--- config.mk ---
export PLATFORM = sky130hd
export DESIGN_NAME = seq_multiplier
export DESIGN_NICKNAME = d
export VERILOG_FILES = /design/src/rtl/seq_multiplier.sv
export SDC_FILE = /design/constraint.sdc
export NUM_CORES = 1
export LEC_CHECK = 0
export ABC_AREA = 1
export BUFFER_PORTS_ARGS = -buffer_cell sky130_fd_sc_hd__buf_2
export CAP_MARGIN = 20
export CORE_AREA = 2 2 181 183
export CTS_BUF_LIST = sky130_fd_sc_hd__clkbuf_8
export CTS_CLUSTER_DIAMETER = 200
export DETAILED_ROUTE_END_ITERATION = 6
export DIE_AREA = 0 0 183 185
export PLACE_DENSITY = 0.77
export SKIP_CTS_REPAIR_TIMING = 1
export SKIP_LAST_GASP = 1
export SLEW_MARGIN = 20
export SYNTH_ARGS = -nofsm -noshare
export SYNTH_HDL_FRONTEND = slang
export SYNTH_SLANG_ARGS = --single-unit
--- constraint.sdc ---
create_clock -name clk -period 2.67 [get_ports clk]
set_input_delay 0.4005 -clock clk [delete_from_list [all_inputs] [get_ports clk]]
set_output_delay 0.4005 -clock clk [all_outputs]
set_load 0.05 [all_outputs]
--- src/rtl/seq_multiplier.sv ---
// Sequential radix-2 shift-add multiplier. One iteration per CALC cycle,
// WIDTH-cycle latency from the accepting edge to the done pulse.
//
// Parameter:
//   WIDTH     operand width in bits (2..64)
// Ports:
//   clk       sole clock, rising edge
//   rst_n     asynchronous active-low reset
//   start     request, accepted only when busy=0
//   is_signed 1 = two's-complement operands (only with SEQ_MUL_SIGNED_EN)
//   a, b      multiplicand / multiplier, sampled on the accepting edge
//   busy      high while an iteration sequence is running
//   done      one-cycle pulse after the product register is written
//   product   2*WIDTH-bit result register
//
// Build option:
//   SEQ_MUL_SIGNED_EN  when defined, is_signed selects signed operation
//                      (magnitudes multiplied, result negated when the
//                      operand signs differ); when undefined, is_signed is
//                      ignored and all operands are unsigned.

module seq_multiplier #(
    parameter int WIDTH = 32
) (
    input  logic                 clk,
    input  logic                 rst_n,
    input  logic                 start,
    input  logic                 is_signed,
    input  logic [WIDTH-1:0]     a,
    input  logic [WIDTH-1:0]     b,
    output logic                 busy,
    output logic                 done,
    output logic [2*WIDTH-1:0]   product
);

    localparam int CW = $clog2(WIDTH + 1);

    typedef enum logic [1:0] {
        IDLE = 2'd0,
        CALC = 2'd1,
        DONE = 2'd2
    } state_t;

    state_t state;
    state_t state_nxt;

    logic [2*WIDTH-1:0] mcand;
    logic [WIDTH-1:0]   mplier;
    logic [2*WIDTH-1:0] acc;
    logic [2*WIDTH-1:0] acc_sum;
    logic [2*WIDTH-1:0] result;
    logic [CW-1:0]      cnt;
    logic [WIDTH-1:0]   a_mag;
    logic [WIDTH-1:0]   b_mag;
    logic               neg_in;
    logic               neg_q;
    logic               accept;
    logic               last;

    // A request is taken in IDLE and also in DONE (back-to-back issue).
    assign accept = start && (state != CALC);
    assign last   = (cnt == CW'(1));

    // -------------------------------------------------------------
    // Operand conditioning
    // -------------------------------------------------------------
`ifdef SEQ_MUL_SIGNED_EN
    logic a_neg;
    logic b_neg;

    assign a_neg  = is_signed & a[WIDTH-1];
    assign b_neg  = is_signed & b[WIDTH-1];
    // -2^(WIDTH-1) negates to 2^(WIDTH-1), which still fits unsigned.
    assign a_mag  = a_neg ? -a : a;
    assign b_mag  = b_neg ? -b : b;
    assign neg_in = a_neg ^ b_neg;

    always_ff @(posedge clk or negedge rst_n) begin
        if (!rst_n) begin
            neg_q <= 1'b0;
        end else if (accept) begin
            neg_q <= neg_in;
        end
    end
`else
    logic unused_is_signed;

    assign unused_is_signed = is_signed;
    assign a_mag  = a;
    assign b_mag  = b;
    assign neg_in = 1'b0;
    assign neg_q  = neg_in;
`endif

    // -------------------------------------------------------------
    // Datapath
    // -------------------------------------------------------------
    assign acc_sum = mplier[0] ? (acc + mcand) : acc;
    assign result  = neg_q ? -acc_sum : acc_sum;

    always_ff @(posedge clk or negedge rst_n) begin
        if (!rst_n) begin
            mcand   <= '0;
            mplier  <= '0;
            acc     <= '0;
            cnt     <= '0;
            product <= '0;
        end else if (accept) begin
            mcand  <= {{WIDTH{1'b0}}, a_mag};
            mplier <= b_mag;
            acc    <= '0;
            cnt    <= CW'(WIDTH);
        end else if (state == CALC) begin
            acc    <= acc_sum;
            mcand  <= mcand << 1;
            mplier <= mplier >> 1;
            cnt    <= cnt - CW'(1);
            // Final iteration: the sum being formed is the full product.
            if (last) begin
                product <= result;
            end
        end
    end

    // -------------------------------------------------------------
    // Control FSM
    // -------------------------------------------------------------
    always_ff @(posedge clk or negedge rst_n) begin
        if (!rst_n) begin
            state <= IDLE;
        end else begin
            state <= state_nxt;
        end
    end

    always_comb begin
        state_nxt = state;
        busy      = 1'b0;
        done      = 1'b0;
        unique case (state)
            IDLE: begin
                if (start) begin
                    state_nxt = CALC;
                end
            end
            CALC: begin
                busy = 1'b1;
                if (last) begin
                    state_nxt = DONE;
                end
            end
            DONE: begin
                done      = 1'b1;
                state_nxt = start ? CALC : IDLE;
            end
            default: begin
                state_nxt = IDLE;
            end
        endcase
    end

endmodule

# Word level (Yosys, flattened, before mapping)
# Index checks and enable logic that the tools add are counted.
# op_classes
n_lt_le_gt_ge	0
mux	15
n_eq_ne	6
n_reduce_logical	5
mul	0
shifts	0
n_div	0
add_sub_neg	2
bitwise_logic	1
# op_table
cell	count
64-bit two-way mux	5
64-bit adder	1
32-bit two-way mux	2
6-bit two-way mux	2
6-bit by 1-bit equality test with 1-bit output, second input constant	1
2-bit case mux with 3 select lines	1
6-bit by 1-bit subtractor with 6-bit output, second input constant	1
2-bit two-way mux	2
2-bit != test, second input constant	2
1-bit two-way mux	3
3-bit AND reduction	1
2-bit by 1-bit equality test with 1-bit output, second input constant	1
2-bit equality test, second input constant	1
2-bit logical NOT	1
2-bit by 1-bit != test with 1-bit output, second input constant	1
2-bit AND reduction	1
2-bit nonzero test	1
1-bit logical AND	1
1-bit NOT	1
# word_totals
ram_bits	0
mem_count	0
regBits	232
rom_bits	0
input_bits	68
latch_bits	0

# Logic depth before layout (Yosys ltp)
# depth
word_depth	4
mapped_depth	18
depth_no_buf	18

# Least setup slack after synthesis
# No wires, ideal clock.
# synth_path
path_kind	register to register
start	register mcand[0]
end	register product[44]
setup_ns	0.118
required_time_ns	2.552
arrival_time_ns	1.909
n_path_buf	0
path_stages_with_launch	18
setup_slack_ns	0.643
period_less_slack_ns	2.027
cell_sequence	dfrtp_1 ha_1 inv_1 fa_1 inv_1 nand3_1 nand2_2 nand2_1 nand2_2 nand2_1 nand2_2 nand2_1 nand2_2 nand2_1 nand3_1 nand3_2 nand3_1 nand2_1
# synth_via
elab_chain_len	2
# synth_lines
element	line	text
from (decl)	47	logic [2*WIDTH-1:0] mcand;
from (signal assigned)	109	mcand <= {{WIDTH{1'b0}}, a_mag};
from (signal assigned)	115	mcand <= mcand << 1;
64-bit adder	98	assign acc_sum = mplier[0] ? (acc + mcand) : acc;
64-bit two-way mux	98	
to (signal assigned)	120	product <= result;
to (decl)	33	output logic [2*WIDTH-1:0] product
# Every way passes these cells.
# A chain may end at the register's enable or synchronous reset.

# Worst setup path after layout
# layout_path
start	register acc[48]
end	register acc[54]
# layout_via
elab_chain_len	4
# layout_lines
element	line	text
from (decl)	49	logic [2*WIDTH-1:0] acc;
from (signal assigned)	114	acc <= acc_sum;
64-bit adder	98	
64-bit two-way mux	98	
64-bit two-way mux	113	end else if (state == CALC) begin
64-bit two-way mux	108	end else if (accept) begin
# Every way passes these cells. The select of a mux whose other input is x is not followed.

==> reports/summary.log <==
[critical_path] kind of cell adding the most delay to the critical path simple AND/OR/NAND/NOR gates
[critical_path] element type at the critical path start flop
[logic_synthesis] number of warnings reported in the yosys synthesis log 0
[timing] post-route clock skew 0.0204 ns
[global_route] via count of the first global-routing pass 14.3k
[critical_path] number of buffers and inverters on the critical path 1
[power_and_ir_drop] leakage power figure 10.0 nW
[logic_synthesis] share of the synthesized area in the top cell type 0.370
[place] IO buf count 132
[critical_path] data arrival at the endpoint of the critical path 3.04 ns
[clock_network] # H-tree levels 2
[critical_path] cell-by-cell listing of the critical path ha_1, nand2_1, nor2_1, nand2_1, inv_1, nand2_1, nor2_1, nand2_1, nand4_1, nand3_1, nand3_1, nand2_1
[global_route] remaining global-route overflow 0
[place] dpl hpwl 36900 µm
[timing] crit path time final 2.58 ns
[clock_network] clock buffer count from CTS 41
[critical_path] startpoint-to-endpoint class of the critical path reg2reg
[critical_path] type of destination of the critical path flop
[place] area post-placement 16900 µm²
[power_and_ir_drop] total power per unit cell area 1360 nW/µm²
[timing] final-report max-slew violation count 0
[timing] hold_ws 0.0211 ns
[detailed_routing] total DRC errors in the routed layout 0
[cells_and_area] number of antenna diodes 0
[logic_synthesis] syn_area_per_cell 6.66 µm²
[detailed_routing] Antenna Violating Nets Remaining 0
[place] final weighted congestion in routability-driven placement 0.949
[timing] portion of the clock cycle consumed by the worst path in the final layout 0.965
[floorplan] Starting Density 0.490
[timing] PnR worst setup slack 0.0922 ns
[cells_and_area] proportion of layout cells with a drive suffix above 1 0.138
[logic_synthesis] Post-Synthesis Cell Area 15700 µm²
[global_route] global-route wire length before repair 75700 µm
[cells_and_area] Layout Nets 2635
[floorplan] die area 33900 µm²
[floorplan] number of top-level design ports 134
[detailed_routing] drt via density 5.14
[critical_path] standard cell with the maximum stage delay on the critical path dfrtp_1
[timing] hold violation total from the final report 0
[cells_and_area] post-layout instance count excluding filler cells 2938
[logic_synthesis] cell type contributing the most total cell area after synthesis dfrtp_1
[run_status] outcome finished clean
[logic_synthesis] post-synthesis register bit count 232
[global_route] antenna violations before repair 0
[global_route] gr usage total 0.286
[timing] Max Fclk 388 MHz
[critical_path] maximum single-stage delay on the critical path 0.42 ns
[clock_network] CTS sink cnt 232
[logic_synthesis] net count of the mapped netlist 2491
[critical_path] CP Data Required Time 3.13 ns
[clock_network] maximum count of clock buffers along a single path 3
[detailed_routing] drt pass-1 iters 5
[logic_synthesis] ranking of synthesized cells by area dfrtp_1, nand2_1, inv_1
[cells_and_area] utilization after layout 0.557
[logic_synthesis] cells after synthesis 2357
[detailed_routing] vias 15.1k
[detailed_routing] Starting DRT DRC Count 1069
[critical_path] CP max FO 5
[power_and_ir_drop] maximum ir drop on the vdd rail 0.839 mV
[timing] Worst-Margin Slew 1.05 ns
[cells_and_area] area of all placed cells without fillers 17800 µm²
[global_route] largest net degree at the start of global routing 104
[run] number of maximum-capacitance violations 0
[worst_hold_path] worst hold path class in2reg
[logic_synthesis] Seq/Total Area, Yosys 0.370
[place] number of placed instances, taps included 2863
[detailed_routing] wire length per cell after detailed routing 16.3 µm
[timing] Max transition margin 0.302
[floorplan] num rows 66
[floorplan] die width 183 µm
[timing] final setup violation count 0
[clock_network] TritonCTS clock tree done
[logic_synthesis] number of unique standard cell types used by synthesis 38
[place] post-placement setup slack -0.00136 ns
[floorplan] Core Region 32000 µm²
[detailed_routing] Final Routed Wirelength 48000 µm
[critical_path] most numerous cell on the critical path nand2_1
[cells_and_area] Area growth, synth to finish 13.8%
[floorplan] DIE HEIGHT 185 µm
[clock_network] Clk Latency, worst-skew pair 0.59 ns
[clock_network] Clock Pin Slew Worst Setup and Hold Paths 0.07 ns
[clock_network] root buf cell clkbuf_8
[cell usage after synthesis, drive strengths merged]
cell	number
inv	422
ha	65
clkbuf	48
o311ai	1
and2	1
or4	1
o21bai	3
a21boi	1
a21oi	45
nor2	125
nand3	181
o221ai	25
nor3	16
buf	20
xnor2	16
dfrtp	232
or2	33
o21ai	60
o22ai	46
clkinv	4
nand4	11
nor4	2
fa	1
o211ai	34
nand2	950
xor2	14
[sequential cells by signal, indices dropped and copies added, names as in the netlist]
register	cells
product	64
acc	64
state	2
mcand	64
mplier	32
cnt	6
[where the power goes]
part,internal (mW),switching [mW],total (mW)
registers,5.14,1.07,6.21
clock network,1.93,1.57,3.50
logic,4.46,10.0,14.5
total,11.5,12.7,24.2
[final cells by class]
cell class	instances	area, µm²
flip-flops and latches	232	5810
clock buffers	54	743
fillers	3205	14200
repair buffers	169	1010
inverters	426	1600
clock inverters	18	139
well taps	408	510
multi-input cells	1631	8040
[per-layer routing]
metal	up-vias	share of wire	wire length [µm]	track usage
li1	7592	-	-	-
met1	7021	0.49	23600	0.431
met2	428	0.43	20400	0.435
met3	58	0.064	3050	0.0372
met4	0	0.018	878	0.0646
met5	-	0	0	0
[through the flow]
stage	TNS (ns)	power (mW)
2_1_floorplan	0	16.5
3_3_place_gp	0	20.2
3_5_place_dp	-0.00136	20.5
4_1_cts	-0.0220	24.1
5_1_grt	-0.0214	26.2
6_report	0	24.2
[layout by cell type, fill, tap and decap left out, types with 6 or more instances in the layout]
cell and instances:
nand4_1 11, o221ai_1 25, nor3_1 10, buf_4 31, o22ai_1 46, ha_1 64, o211ai_1 34, xor2_1 14
xnor2_1 16, or2_2 33, nand3_2 16, nor2_1 102, inv_1 419, nor2_2 19, clkbuf_8 54, nand2_1 925
nand3_1 165, clkinv_2 6, a21oi_1 45, dfrtp_1 231, inv_2 11, buf_2 131, o21ai_1 14, o21ai_0 46
nand2_2 23
[worst min-delay path, cell delays in order]
cell and delay (ns):
buf_2 0.07, nand2_1 0.04, nand3_1 0.05
[worst paths after layout]
check                            startpoint          end  slack, ns  cells after the start
worst min-delay path                   a[7]     mcand[7]       0.02                      3
worst max-delay path                acc[48]      acc[54]       0.09                     12
min in group asynchronous             rst_n   mplier[23]       0.45                      2
worst min register to register  product[37]  product[37]       0.47                      2
max in group asynchronous             rst_n      acc[12]       1.51                      3
worst max register to register      acc[48]      acc[54]       0.09                     12
[kinds of logic (layout without fill, tap and decap cells)]
kind of cell,count (synthesis),after routing,share of synthesized area
AOI/OAI and AO/OA,215,215,0.0845
and+or+nand+nor,1320,1320,0.355
buffers and inverters,494,667,0.121
adders and majority gates,66,66,0.0531
DFF,232,232,0.370
xor gates and xnor gates,30,30,0.0167
Power figures use the tool's default switching activity.
